**src/rtl/npc_pkg.sv**
```systemverilog
// rtl/npc_pkg.sv - Shared NPC core constants: ALU operation codes, opcodes and decode enums
package npc_pkg;

  localparam int XLEN = 32;

  // ALU operation codes, shared with the ALU
  localparam logic [4:0] ALU_ADD   = 5'b00000;
  localparam logic [4:0] ALU_LUI   = 5'b00001;
  localparam logic [4:0] ALU_SUB   = 5'b00010;
  localparam logic [4:0] ALU_JALR  = 5'b00011;
  localparam logic [4:0] ALU_SLTU  = 5'b00100;
  localparam logic [4:0] ALU_XOR   = 5'b00101;
  localparam logic [4:0] ALU_OR    = 5'b00110;
  localparam logic [4:0] ALU_AND   = 5'b00111;
  localparam logic [4:0] ALU_SLL   = 5'b01000;
  localparam logic [4:0] ALU_SRA   = 5'b01001;
  localparam logic [4:0] ALU_SRL   = 5'b01010;
  localparam logic [4:0] ALU_SLT   = 5'b01100;
  localparam logic [4:0] ALU_BEQ   = 5'b01101;
  localparam logic [4:0] ALU_BGE   = 5'b01110;
  localparam logic [4:0] ALU_BGEU  = 5'b01111;
  localparam logic [4:0] ALU_BLT   = 5'b10000;
  localparam logic [4:0] ALU_BLTU  = 5'b10001;
  localparam logic [4:0] ALU_BNE   = 5'b10010;
  localparam logic [4:0] ALU_SLLI  = 5'b10011;
  localparam logic [4:0] ALU_SRAI  = 5'b10100;
  localparam logic [4:0] ALU_SRLI  = 5'b10101;
  localparam logic [4:0] ALU_CSRRS = 5'b10110;
  localparam logic [4:0] ALU_CSRRW = 5'b10111;

  // RV32I + Zicsr major opcodes
  localparam logic [6:0] OPC_OP     = 7'b0110011;
  localparam logic [6:0] OPC_OP_IMM = 7'b0010011;
  localparam logic [6:0] OPC_LOAD   = 7'b0000011;
  localparam logic [6:0] OPC_STORE  = 7'b0100011;
  localparam logic [6:0] OPC_BRANCH = 7'b1100011;
  localparam logic [6:0] OPC_LUI    = 7'b0110111;
  localparam logic [6:0] OPC_AUIPC  = 7'b0010111;
  localparam logic [6:0] OPC_JAL    = 7'b1101111;
  localparam logic [6:0] OPC_JALR   = 7'b1100111;
  localparam logic [6:0] OPC_SYSTEM = 7'b1110011;

  typedef enum logic [2:0] {
    IMM_I,
    IMM_S,
    IMM_B,
    IMM_U,
    IMM_J
  } imm_fmt_e;

  typedef enum logic [1:0] {
    SRC1_RS1,
    SRC1_PC,
    SRC1_ZERO
  } src1_sel_e;

endpackage

```
**src/rtl/idu_imm_gen.sv**
```systemverilog
// rtl/idu_imm_gen.sv - Combinational immediate generator, sign-extends the I/S/B/U/J immediate
//
// Ports:
//   inst_i  : instruction bits [31:7] (opcode field is not needed here)
//   fmt_i   : immediate format selected by the decoder
//   imm_o   : sign-extended 32-bit immediate
module idu_imm_gen
  import npc_pkg::*;
(
  input  logic [31:7]     inst_i,
  input  imm_fmt_e        fmt_i,
  output logic [XLEN-1:0] imm_o
);

  always_comb begin
    imm_o = '0;
    case (fmt_i)
      IMM_I: imm_o = {{20{inst_i[31]}}, inst_i[31:20]};
      IMM_S: imm_o = {{20{inst_i[31]}}, inst_i[31:25], inst_i[11:7]};
      IMM_B: imm_o = {{19{inst_i[31]}}, inst_i[31], inst_i[7], inst_i[30:25], inst_i[11:8], 1'b0};
      IMM_U: imm_o = {inst_i[31:12], 12'b0};
      IMM_J: imm_o = {{11{inst_i[31]}}, inst_i[31], inst_i[19:12], inst_i[20], inst_i[30:21], 1'b0};
      default: imm_o = '0;
    endcase
  end

endmodule

```
**src/rtl/idu_decode.sv**
```systemverilog
// rtl/idu_decode.sv - Registered RV32I+Zicsr decode stage producing ALU control and operands
//
// Ports:
//   clk, rst_n                    : clock, asynchronous active-low reset
//   in_valid/in_ready             : handshake from the IFU
//   in_inst, in_pc                : fetched instruction and its PC
//   rs1_data, rs2_data, csr_rdata : same-cycle regfile/CSR reads for in_inst
//   flush                         : kill the held instruction (and any one being accepted)
//   out_valid/out_ready           : handshake to the EXU
//   out_alu_ctrl, out_src1/2, out_csr : ALU control and operands
//   out_inst, out_pc, out_rd, out_rf_wen, out_illegal : pass-through and writeback info
module idu_decode
  import npc_pkg::*;
(
  input  logic            clk,
  input  logic            rst_n,
  input  logic            in_valid,
  output logic            in_ready,
  input  logic [31:0]     in_inst,
  input  logic [31:0]     in_pc,
  input  logic [XLEN-1:0] rs1_data,
  input  logic [XLEN-1:0] rs2_data,
  input  logic [XLEN-1:0] csr_rdata,
  input  logic            flush,
  output logic            out_valid,
  input  logic            out_ready,
  output logic [4:0]      out_alu_ctrl,
  output logic [XLEN-1:0] out_src1,
  output logic [XLEN-1:0] out_src2,
  output logic [XLEN-1:0] out_csr,
  output logic [31:0]     out_inst,
  output logic [31:0]     out_pc,
  output logic [4:0]      out_rd,
  output logic            out_rf_wen,
  output logic            out_illegal
);

  logic [6:0] opcode;
  logic [2:0] funct3;
  logic [6:0] funct7;
  logic [4:0] rd;

  assign opcode = in_inst[6:0];
  assign funct3 = in_inst[14:12];
  assign funct7 = in_inst[31:25];
  assign rd     = in_inst[11:7];

  logic [4:0]      alu_d;
  imm_fmt_e        fmt;
  src1_sel_e       src1_sel;
  logic            src2_rs2;
  logic            csr_op;
  logic            writes_rd;
  logic            illegal_d;
  logic            rf_wen_d;
  logic [XLEN-1:0] imm;
  logic [XLEN-1:0] src1_d;
  logic [XLEN-1:0] src2_d;
  logic [XLEN-1:0] csr_d;

  idu_imm_gen u_imm_gen (
    .inst_i (in_inst[31:7]),
    .fmt_i  (fmt),
    .imm_o  (imm)
  );

  // Opcode/funct decode into ALU code and operand-routing controls
  always_comb begin
    alu_d     = ALU_ADD;
    fmt       = IMM_I;
    src1_sel  = SRC1_RS1;
    src2_rs2  = 1'b0;
    csr_op    = 1'b0;
    writes_rd = 1'b0;
    illegal_d = 1'b0;
    case (opcode)
      OPC_OP: begin
        src2_rs2  = 1'b1;
        writes_rd = 1'b1;
        case ({funct7, funct3})
          {7'b0000000, 3'b000}: alu_d = ALU_ADD;
          {7'b0100000, 3'b000}: alu_d = ALU_SUB;
          {7'b0000000, 3'b001}: alu_d = ALU_SLL;
          {7'b0000000, 3'b010}: alu_d = ALU_SLT;
          {7'b0000000, 3'b011}: alu_d = ALU_SLTU;
          {7'b0000000, 3'b100}: alu_d = ALU_XOR;
          {7'b0000000, 3'b101}: alu_d = ALU_SRL;
          {7'b0100000, 3'b101}: alu_d = ALU_SRA;
          {7'b0000000, 3'b110}: alu_d = ALU_OR;
          {7'b0000000, 3'b111}: alu_d = ALU_AND;
          default:              illegal_d = 1'b1;
        endcase
      end
      OPC_OP_IMM: begin
        writes_rd = 1'b1;
        case (funct3)
          3'b000: alu_d = ALU_ADD;
          3'b010: alu_d = ALU_SLT;
          3'b011: alu_d = ALU_SLTU;
          3'b100: alu_d = ALU_XOR;
          3'b110: alu_d = ALU_OR;
          3'b111: alu_d = ALU_AND;
          3'b001: begin
            if (funct7 == 7'b0000000) alu_d = ALU_SLLI;
            else                      illegal_d = 1'b1;
          end
          default: begin
            // funct3 101: funct7 distinguishes logical from arithmetic shift
            if      (funct7 == 7'b0000000) alu_d = ALU_SRLI;
            else if (funct7 == 7'b0100000) alu_d = ALU_SRAI;
            else                           illegal_d = 1'b1;
          end
        endcase
      end
      OPC_LOAD: begin
        writes_rd = 1'b1;
        illegal_d = !(funct3 inside {3'b000, 3'b001, 3'b010, 3'b100, 3'b101});
      end
      OPC_STORE: begin
        fmt       = IMM_S;
        illegal_d = (funct3 > 3'b010);
      end
      OPC_BRANCH: begin
        fmt      = IMM_B;
        src2_rs2 = 1'b1;
        case (funct3)
          3'b000:  alu_d = ALU_BEQ;
          3'b001:  alu_d = ALU_BNE;
          3'b100:  alu_d = ALU_BLT;
          3'b101:  alu_d = ALU_BGE;
          3'b110:  alu_d = ALU_BLTU;
          3'b111:  alu_d = ALU_BGEU;
          default: illegal_d = 1'b1;
        endcase
      end
      OPC_LUI: begin
        fmt       = IMM_U;
        alu_d     = ALU_LUI;
        src1_sel  = SRC1_ZERO;
        writes_rd = 1'b1;
      end
      OPC_AUIPC: begin
        fmt       = IMM_U;
        src1_sel  = SRC1_PC;
        writes_rd = 1'b1;
      end
      OPC_JAL: begin
        fmt       = IMM_J;
        src1_sel  = SRC1_PC;
        writes_rd = 1'b1;
      end
      OPC_JALR: begin
        alu_d     = ALU_JALR;
        writes_rd = 1'b1;
        illegal_d = (funct3 != 3'b000);
      end
      OPC_SYSTEM: begin
        csr_op    = 1'b1;
        writes_rd = 1'b1;
        case (funct3)
          3'b001:  alu_d = ALU_CSRRW;
          3'b010:  alu_d = ALU_CSRRS;
          default: illegal_d = 1'b1;
        endcase
      end
      default: illegal_d = 1'b1;
    endcase
    // An undecodable instruction travels as a harmless no-op so the EXU can trap on it
    if (illegal_d) begin
      alu_d     = ALU_ADD;
      writes_rd = 1'b0;
      csr_op    = 1'b0;
    end
  end

  // Operand selection is kept apart from the decode so the immediate path is acyclic
  always_comb begin
    src1_d = rs1_data;
    case (src1_sel)
      SRC1_PC:   src1_d = in_pc;
      SRC1_ZERO: src1_d = '0;
      default:   src1_d = rs1_data;
    endcase
    src2_d   = src2_rs2 ? rs2_data : imm;
    csr_d    = csr_op ? csr_rdata : '0;
    rf_wen_d = writes_rd && (rd != 5'd0);
  end

  logic out_valid_q, out_valid_d;
  logic accept;
  logic load;

  assign in_ready = !out_valid_q || out_ready;
  assign accept   = in_valid && in_ready;
  // A flush coinciding with an accept drops the incoming instruction
  assign load     = accept && !flush;

  always_comb begin
    out_valid_d = out_valid_q;
    if (flush)          out_valid_d = 1'b0;
    else if (accept)    out_valid_d = 1'b1;
    else if (out_ready) out_valid_d = 1'b0;
  end

  logic [4:0]      alu_q;
  logic [XLEN-1:0] src1_q, src2_q, csr_q;
  logic [31:0]     inst_q, pc_q;
  logic [4:0]      rd_q;
  logic            rf_wen_q, illegal_q;

  always_ff @(posedge clk or negedge rst_n) begin
    if (!rst_n) begin
      out_valid_q <= 1'b0;
    end else begin
      out_valid_q <= out_valid_d;
    end
  end

  always_ff @(posedge clk or negedge rst_n) begin
    if (!rst_n) begin
      alu_q     <= '0;
      src1_q    <= '0;
      src2_q    <= '0;
      csr_q     <= '0;
      inst_q    <= '0;
      pc_q      <= '0;
      rd_q      <= '0;
      rf_wen_q  <= 1'b0;
      illegal_q <= 1'b0;
    end else if (load) begin
      alu_q     <= alu_d;
      src1_q    <= src1_d;
      src2_q    <= src2_d;
      csr_q     <= csr_d;
      inst_q    <= in_inst;
      pc_q      <= in_pc;
      rd_q      <= rd;
      rf_wen_q  <= rf_wen_d;
      illegal_q <= illegal_d;
    end
  end

  assign out_valid    = out_valid_q;
  assign out_alu_ctrl = alu_q;
  assign out_src1     = src1_q;
  assign out_src2     = src2_q;
  assign out_csr      = csr_q;
  assign out_inst     = inst_q;
  assign out_pc       = pc_q;
  assign out_rd       = rd_q;
  assign out_rf_wen   = rf_wen_q;
  assign out_illegal  = illegal_q;

endmodule

```
**config.mk**
```make
export PLATFORM = sky130hd
export DESIGN_NAME = idu_decode
export DESIGN_NICKNAME = d
export VERILOG_FILES = /design/src/rtl/npc_pkg.sv /design/src/rtl/idu_imm_gen.sv /design/src/rtl/idu_decode.sv
export SDC_FILE = /design/constraint.sdc
export NUM_CORES = 1
export LEC_CHECK = 0
export ABC_AREA = 1
export CAP_MARGIN = 10
export CORE_ASPECT_RATIO = 2
export CORE_MARGIN = 5
export CORE_UTILIZATION = 43
export CTS_CLUSTER_DIAMETER = 150
export DETAILED_ROUTE_END_ITERATION = 10
export HOLD_SLACK_MARGIN = 0.02
export PLACE_DENSITY_LB_ADDON = 0.12
export SLEW_MARGIN = 0
export SYNTH_ARGS = -nofsm -noshare
export SYNTH_HDL_FRONTEND = slang
export SYNTH_SLANG_ARGS = --single-unit
```
**constraint.sdc**
```tcl
create_clock -name clk -period 1.5 [get_ports clk]
set_input_delay 0.3 -clock clk [delete_from_list [all_inputs] [get_ports clk]]
set_output_delay 0.3 -clock clk [all_outputs]
set_load 0.01 [all_outputs]
```
# After elaboration in Yosys (flattened, before gate mapping)

Index checks and enable logic that the tools add are counted.

Flip-flop bits (word level): 173
Latch bits: 0
Bits in writable memories: 0
ROM bits: 0
Memories kept: 0

$add $sub $neg: 0
Multipliers: 0
Divide/modulo/power cells: 0
$lt $le $gt $ge: 1
Equality and inequality tests: 33
Shifts and indexed selects: 0
Mux-type cells: 31
Bitwise operators: 0
Reductions and logical operators: 24

Operators by type and width:

| operator                                        | count |
|---|---|
| one-hot mux 32 bit (5 select lines)             | 1 |
| two-way mux 32 bit                              | 2 |
| one-hot mux 32 bit (2 select lines)             | 1 |
| one-hot mux 5 bit (6 select lines)              | 2 |
| == test 10 x 3 -> 1 bit (second input constant) | 4 |
| one-hot mux 4 bit (9 select lines)              | 1 |
| one-hot mux 5 bit (7 select lines)              | 1 |
| == test 7 x 6 -> 1 bit (second input constant)  | 4 |
| == test 7 bit (second input constant)           | 4 |
| == test 10 x 2 -> 1 bit (second input constant) | 2 |
| == test 10 x 9 -> 1 bit (second input constant) | 2 |
| two-way mux 5 bit                               | 4 |
| == test 3 bit (second input constant)           | 5 |
| == test 7 x 5 -> 1 bit (second input constant)  | 2 |
| two-way mux 1 bit                               | 14 |
| == test 3 x 2 -> 1 bit (second input constant)  | 4 |
| one-hot mux 3 bit (4 select lines)              | 1 |
| OR reduction 6 bit                              | 2 |
| == test 10 x 1 -> 1 bit (second input constant) | 1 |
| zero test 10 bit                                | 1 |
| one-hot mux 5 bit (2 select lines)              | 1 |
| nonzero test 5 bit                              | 2 |
| OR reduction 10 bit                             | 1 |
| one-hot mux 1 bit (8 select lines)              | 1 |
| other kinds (16)                                | 26 |

# Logic depth before layout (Yosys ltp)

Depth after elaboration: 7
Depth in mapped cells: 12

# By module

From an unflattened synthesis, not the netlist that was laid out.

Cell total of the unflattened synthesis: 1127
Area, all modules: 8540.7 µm²

By module, submodules not included:

| module      | times used | cells each | area each (µm²) | seq. area each (µm²) |
|---|---|---|---|---|
| idu_decode  | 1          | 1025       | 7946.4          | 4204.0 |
| idu_imm_gen | 1          | 102        | 594.3           | 0.0 |

# Worst setup path before layout

OpenSTA, ideal clock, no wires.

Path type: input -> register
Start: in in_inst[3]
End: reg src1_q[10], in the netlist out_src1[10]
Arrival time: 1.948 ns
Data required time: 1.423 ns
Setup slack: -0.526 ns
Stages on the path: 12
Buffers on the path: 3
Cells stage by stage: inv_1 -> nand2_1 -> nor2_1 -> nand2_1 -> buf_2 -> o21ai_0 -> ha_1 -> clkbuf_1 -> inv_1 -> clkbuf_1 -> nand3_1 -> a21oi_1

Longest elaborated chain between the ends: 5
Elaborated cells on any way between the ends: 8

RTL lines:

| what                                                    | RTL line          | text |
|---|---|---|
| start: declaration                                      | idu_decode.sv:19  | `input logic [31:0] in_inst,` |
| == test 7 bit or == test 7 x 5 -> 1 bit (tied branches) | idu_decode.sv:76  | `case (opcode)` |
| OR reduction 2 bit (no line)                            | --                |  |
| one-hot mux 2 bit (2 select lines) (*)                  | idu_decode.sv:76  |  |
| == test 2 bit or == test 2 x 1 -> 1 bit (tied branches) | idu_decode.sv:179 | `case (src1_sel)` |
| one-hot mux 32 bit (2 select lines) (*)                 | idu_decode.sv:179 |  |
| end signal: assignment                                  | idu_decode.sv:232 | `src1_q <= src1_d;` |
| end: declaration                                        | idu_decode.sv:206 | `logic [XLEN-1:0] src1_q, src2_q, csr_q;` |

Every way passes the cells marked *; elsewhere a longest branch is shown, timed or not.
A chain may end at the register's enable or synchronous reset.

# Final worst setup path

Start: reg out_valid_q, in the netlist out_valid
End: reg src1_q[18], in the netlist out_src1[18]

Longest elaborated chain between the ends: 4

RTL lines:

| what                     | RTL line          | text |
|---|---|---|
| start: declaration       | idu_decode.sv:189 | `logic out_valid_q, out_valid_d;` |
| start signal: assignment | idu_decode.sv:215 | `out_valid_q <= out_valid_d;` |
| zero test 1 bit          | idu_decode.sv:193 | `assign in_ready = !out_valid_q \|\| out_ready;` |
| logical OR 1 bit         | idu_decode.sv:193 |  |
| logical AND 1 bit        | idu_decode.sv:194 | `assign accept = in_valid && in_ready;` |
| logical AND 1 bit        | idu_decode.sv:196 | `assign load = accept && !flush;` |

Every way passes these cells.

==> results.cfg <==
[status]
outcome = finished with violations
violations = negative setup slack

[floorplanning]
num_io_pins = 339
fp.dieArea_mm2 = 0.02205
start_util = 0.4364
die_w_um = 107.5
coreArea_mm2 = 0.01874
die_h_um = 205.1
rows = 71

[grt]
grt_pass1_vias = 9576
grt_usage = 0.3092
grt_pass1_wl_um = 52030
grt_overflow = 0
grt_max_degree = 37
antenna_found_initial = 0

[yosys]
syn_nets = 1151
synth-edff-count = 0
synthCells = 985
syn_area_mm2 = 0.008180
syn_area_per_cell_um2 = 8.305
yosys_warnings = 0
ys.flop_type = dfrtp_1
synth_cell_types = 32
synth_seq_cells = 168
async_flop_share = 1.000
synth-seq-area-share = 0.5139

[critical_path]
crit_buf_inv = 5
critPathSlowestCell = dfrtp_1
cp_max_fo = 8
crit_end = out_src1[18]
critical-path-max-stage-delay_ps = 390
crit_required_ps = 1810
arrival_ps = 1920
critical_path.startpoint = out_valid
r2r-start = out_valid
cp-end-kind = flop
reg2reg_to = out_src1[18]
path_cells = inv_2 > nor2_4 > nor3_4 > buf_12 > buf_8 > inv_12 > buf_8 > a21oi_2 > a21oi_2
crit_cells = 9
critical-path-top-delay-family = buffers and inverters
r2r_slack_ps = -120
startpoint_type = flop
setup.worst_path.class = reg2reg
r2r_cells = 9

[timing]
rsz0062_at_grt = true
fin_crit_sh = 1.079
tightest_slew_ps = 440.5
max_freq_ghz = 0.6179
finalSetupViolCount = 95
finalMaxSlewViolations = 0
relSlewSlack = 0.7064
hold_viol = 0
timing.hold.ws_ps = 143.6
fin_crit_ps = 1619
setup_ws_ps = -118.5
fin_worst_skew_ps = 5.777

[clock_tree]
cts_buffers = 17
cts_tree = yes
clock_sinks = 168
ctsLongestPathBuffers = 2
clk_pin_slew_ps = 60
root_buffer = clkbuf_16
clock_latency_ps = 420
cts-htree-levels = 4

[finish]
areaGrowthSynthToFinish_pct = 79.70
diodes = 0
drive_above_1_share = 0.2762
final_cell_mix = 231 x nand2_1, 173 x dlygate4sd2_1, 168 x dfrtp_1
nNetsFinal = 1601
final_common_cell = nand2_1
fin_cells = 1703
fillCellCount = 1291
design_area_mm2 = 0.01470

[drt]
drt_first_pass_iters = 5
vias = 8956
final_antenna_net_count = 0
totalWireLength_um = 34650
wl_per_cell_um = 20.35
drtIter0Drc = 489
via_per_inst = 5.259
route.detailed.drc = 0

[placement]
dp_cells = 1633
gp_congestion = 0.9411
io_buffer_count = 338
dp_hpwl_um = 23520
post_dp_cell_area_mm2 = 0.01290
post-place-ws_ps = -762.8

[pwr]
leakagePower_nw = 6.795
pwr_density_cell_mw_per_mm2 = 910.3
ir_drop_mv = 0.7052

[flow_run]
maxCapViolations = 0

[hold_path]
worstHoldPathType = in2reg
## final cells by class
type                    instances  area (um^2)  area share
repair inverters                3        43.79    0.002979
inverters                      47        220.2     0.01498
multi-input cells             703         4093      0.2784
clock inverters                11        148.9     0.01013
flip-flops and latches        168         4204      0.2860
clock buffers                  21        450.4     0.03064
well taps                     255        319.1     0.02170
repair buffers                495         5221      0.3552
## worst min-delay path, delay by kind of cell
family | cells | cell delay, ps
buf+inv | 1 | 110
simple gates | 2 | 120
## stage by stage
stage	power [mW]	TNS, ps	utilization
after floorplan	6.603	-6147	-
after global placement	8.825	-80260	0.6885
after detailed placement	8.885	-84090	0.6885
after CTS	13.37	-13100	0.7792
after global routing	13.91	-13130	0.7843
final	13.38	-3577	0.7843
## where the power goes
part / total [mW] / internal [mW] / switching [mW]
Sequential: 5.38 / 5.07 / 0.309
Combinational: 3.50 / 1.73 / 1.77
Clock: 4.50 / 2.67 / 1.84
Total: 13.4 / 9.47 / 3.91
## routing by layer
| metal | part of all wire | vias to the layer above | track usage |
|---|---|---|---|
| li1 | - | 4157 | - |
| met1 | 0.33 | 4298 | 0.3228 |
| met2 | 0.55 | 380 | 0.5568 |
| met3 | 0.056 | 121 | 0.05929 |
| met4 | 0.067 | 0 | 0.1937 |
| met5 | 0 | - | 0 |
## Yosys cell counts (all sizes together), types with 3 or more instances
library cell	instances	share of area
clkbuf	24	0.011
nand2	266	0.12
nand3	90	0.056
buf	43	0.032
a21oi	126	0.10
dfrtp	168	0.51
inv	46	0.021
nor2	116	0.063
a31oi	12	0.017
o21ai	77	0.047
nand4	6	0.0046
o22ai	5	0.0038
nor3	3	0.0032
## sequential cells by signal, indices dropped and copies added (netlist names)
name / count
out_csr: 32
out_inst: 32
out_pc: 32
out_src1: 32
out_src2: 32
out_alu_ctrl: 5
out_illegal: 1
out_rf_wen: 1
out_valid: 1
## cells by family after synthesis
logic type               after synthesis  synth area share
AND/OR/NAND/NOR                      481            0.2504
AO/OA/AOI/OAI                        221            0.1687
flip-flops                           168            0.5139
buffers and inverters                114           0.06546
adder cells (fa/ha/maj)                1          0.001529
## repair_timing
action / CTS / global route
endpoints found under the hold margin: 30 / 0
pin swaps: 50 / 16
setup buffers: 11 / 5
hold buffers: 1 / 0
gates resized for setup: 360 / 46
cloned: 23 / 1
setup endpoints to repair: 277 / 168
## worst min-delay path by stage
stage                     startpoint         endpoint  slack, ps  cells after the start
after CTS                 in_inst[1]      out_inst[1]        260                      3
after global routing      in_inst[0]      out_inst[0]        160                      3
after floorplan                rst_n  out_alu_ctrl[0]          4                      0
final                     in_inst[0]      out_inst[0]        140                      3
after detailed placement       rst_n     out_inst[18]        250                      1
after global placement         rst_n     out_inst[18]        250                      1
(Power assumes the default switching activity.)
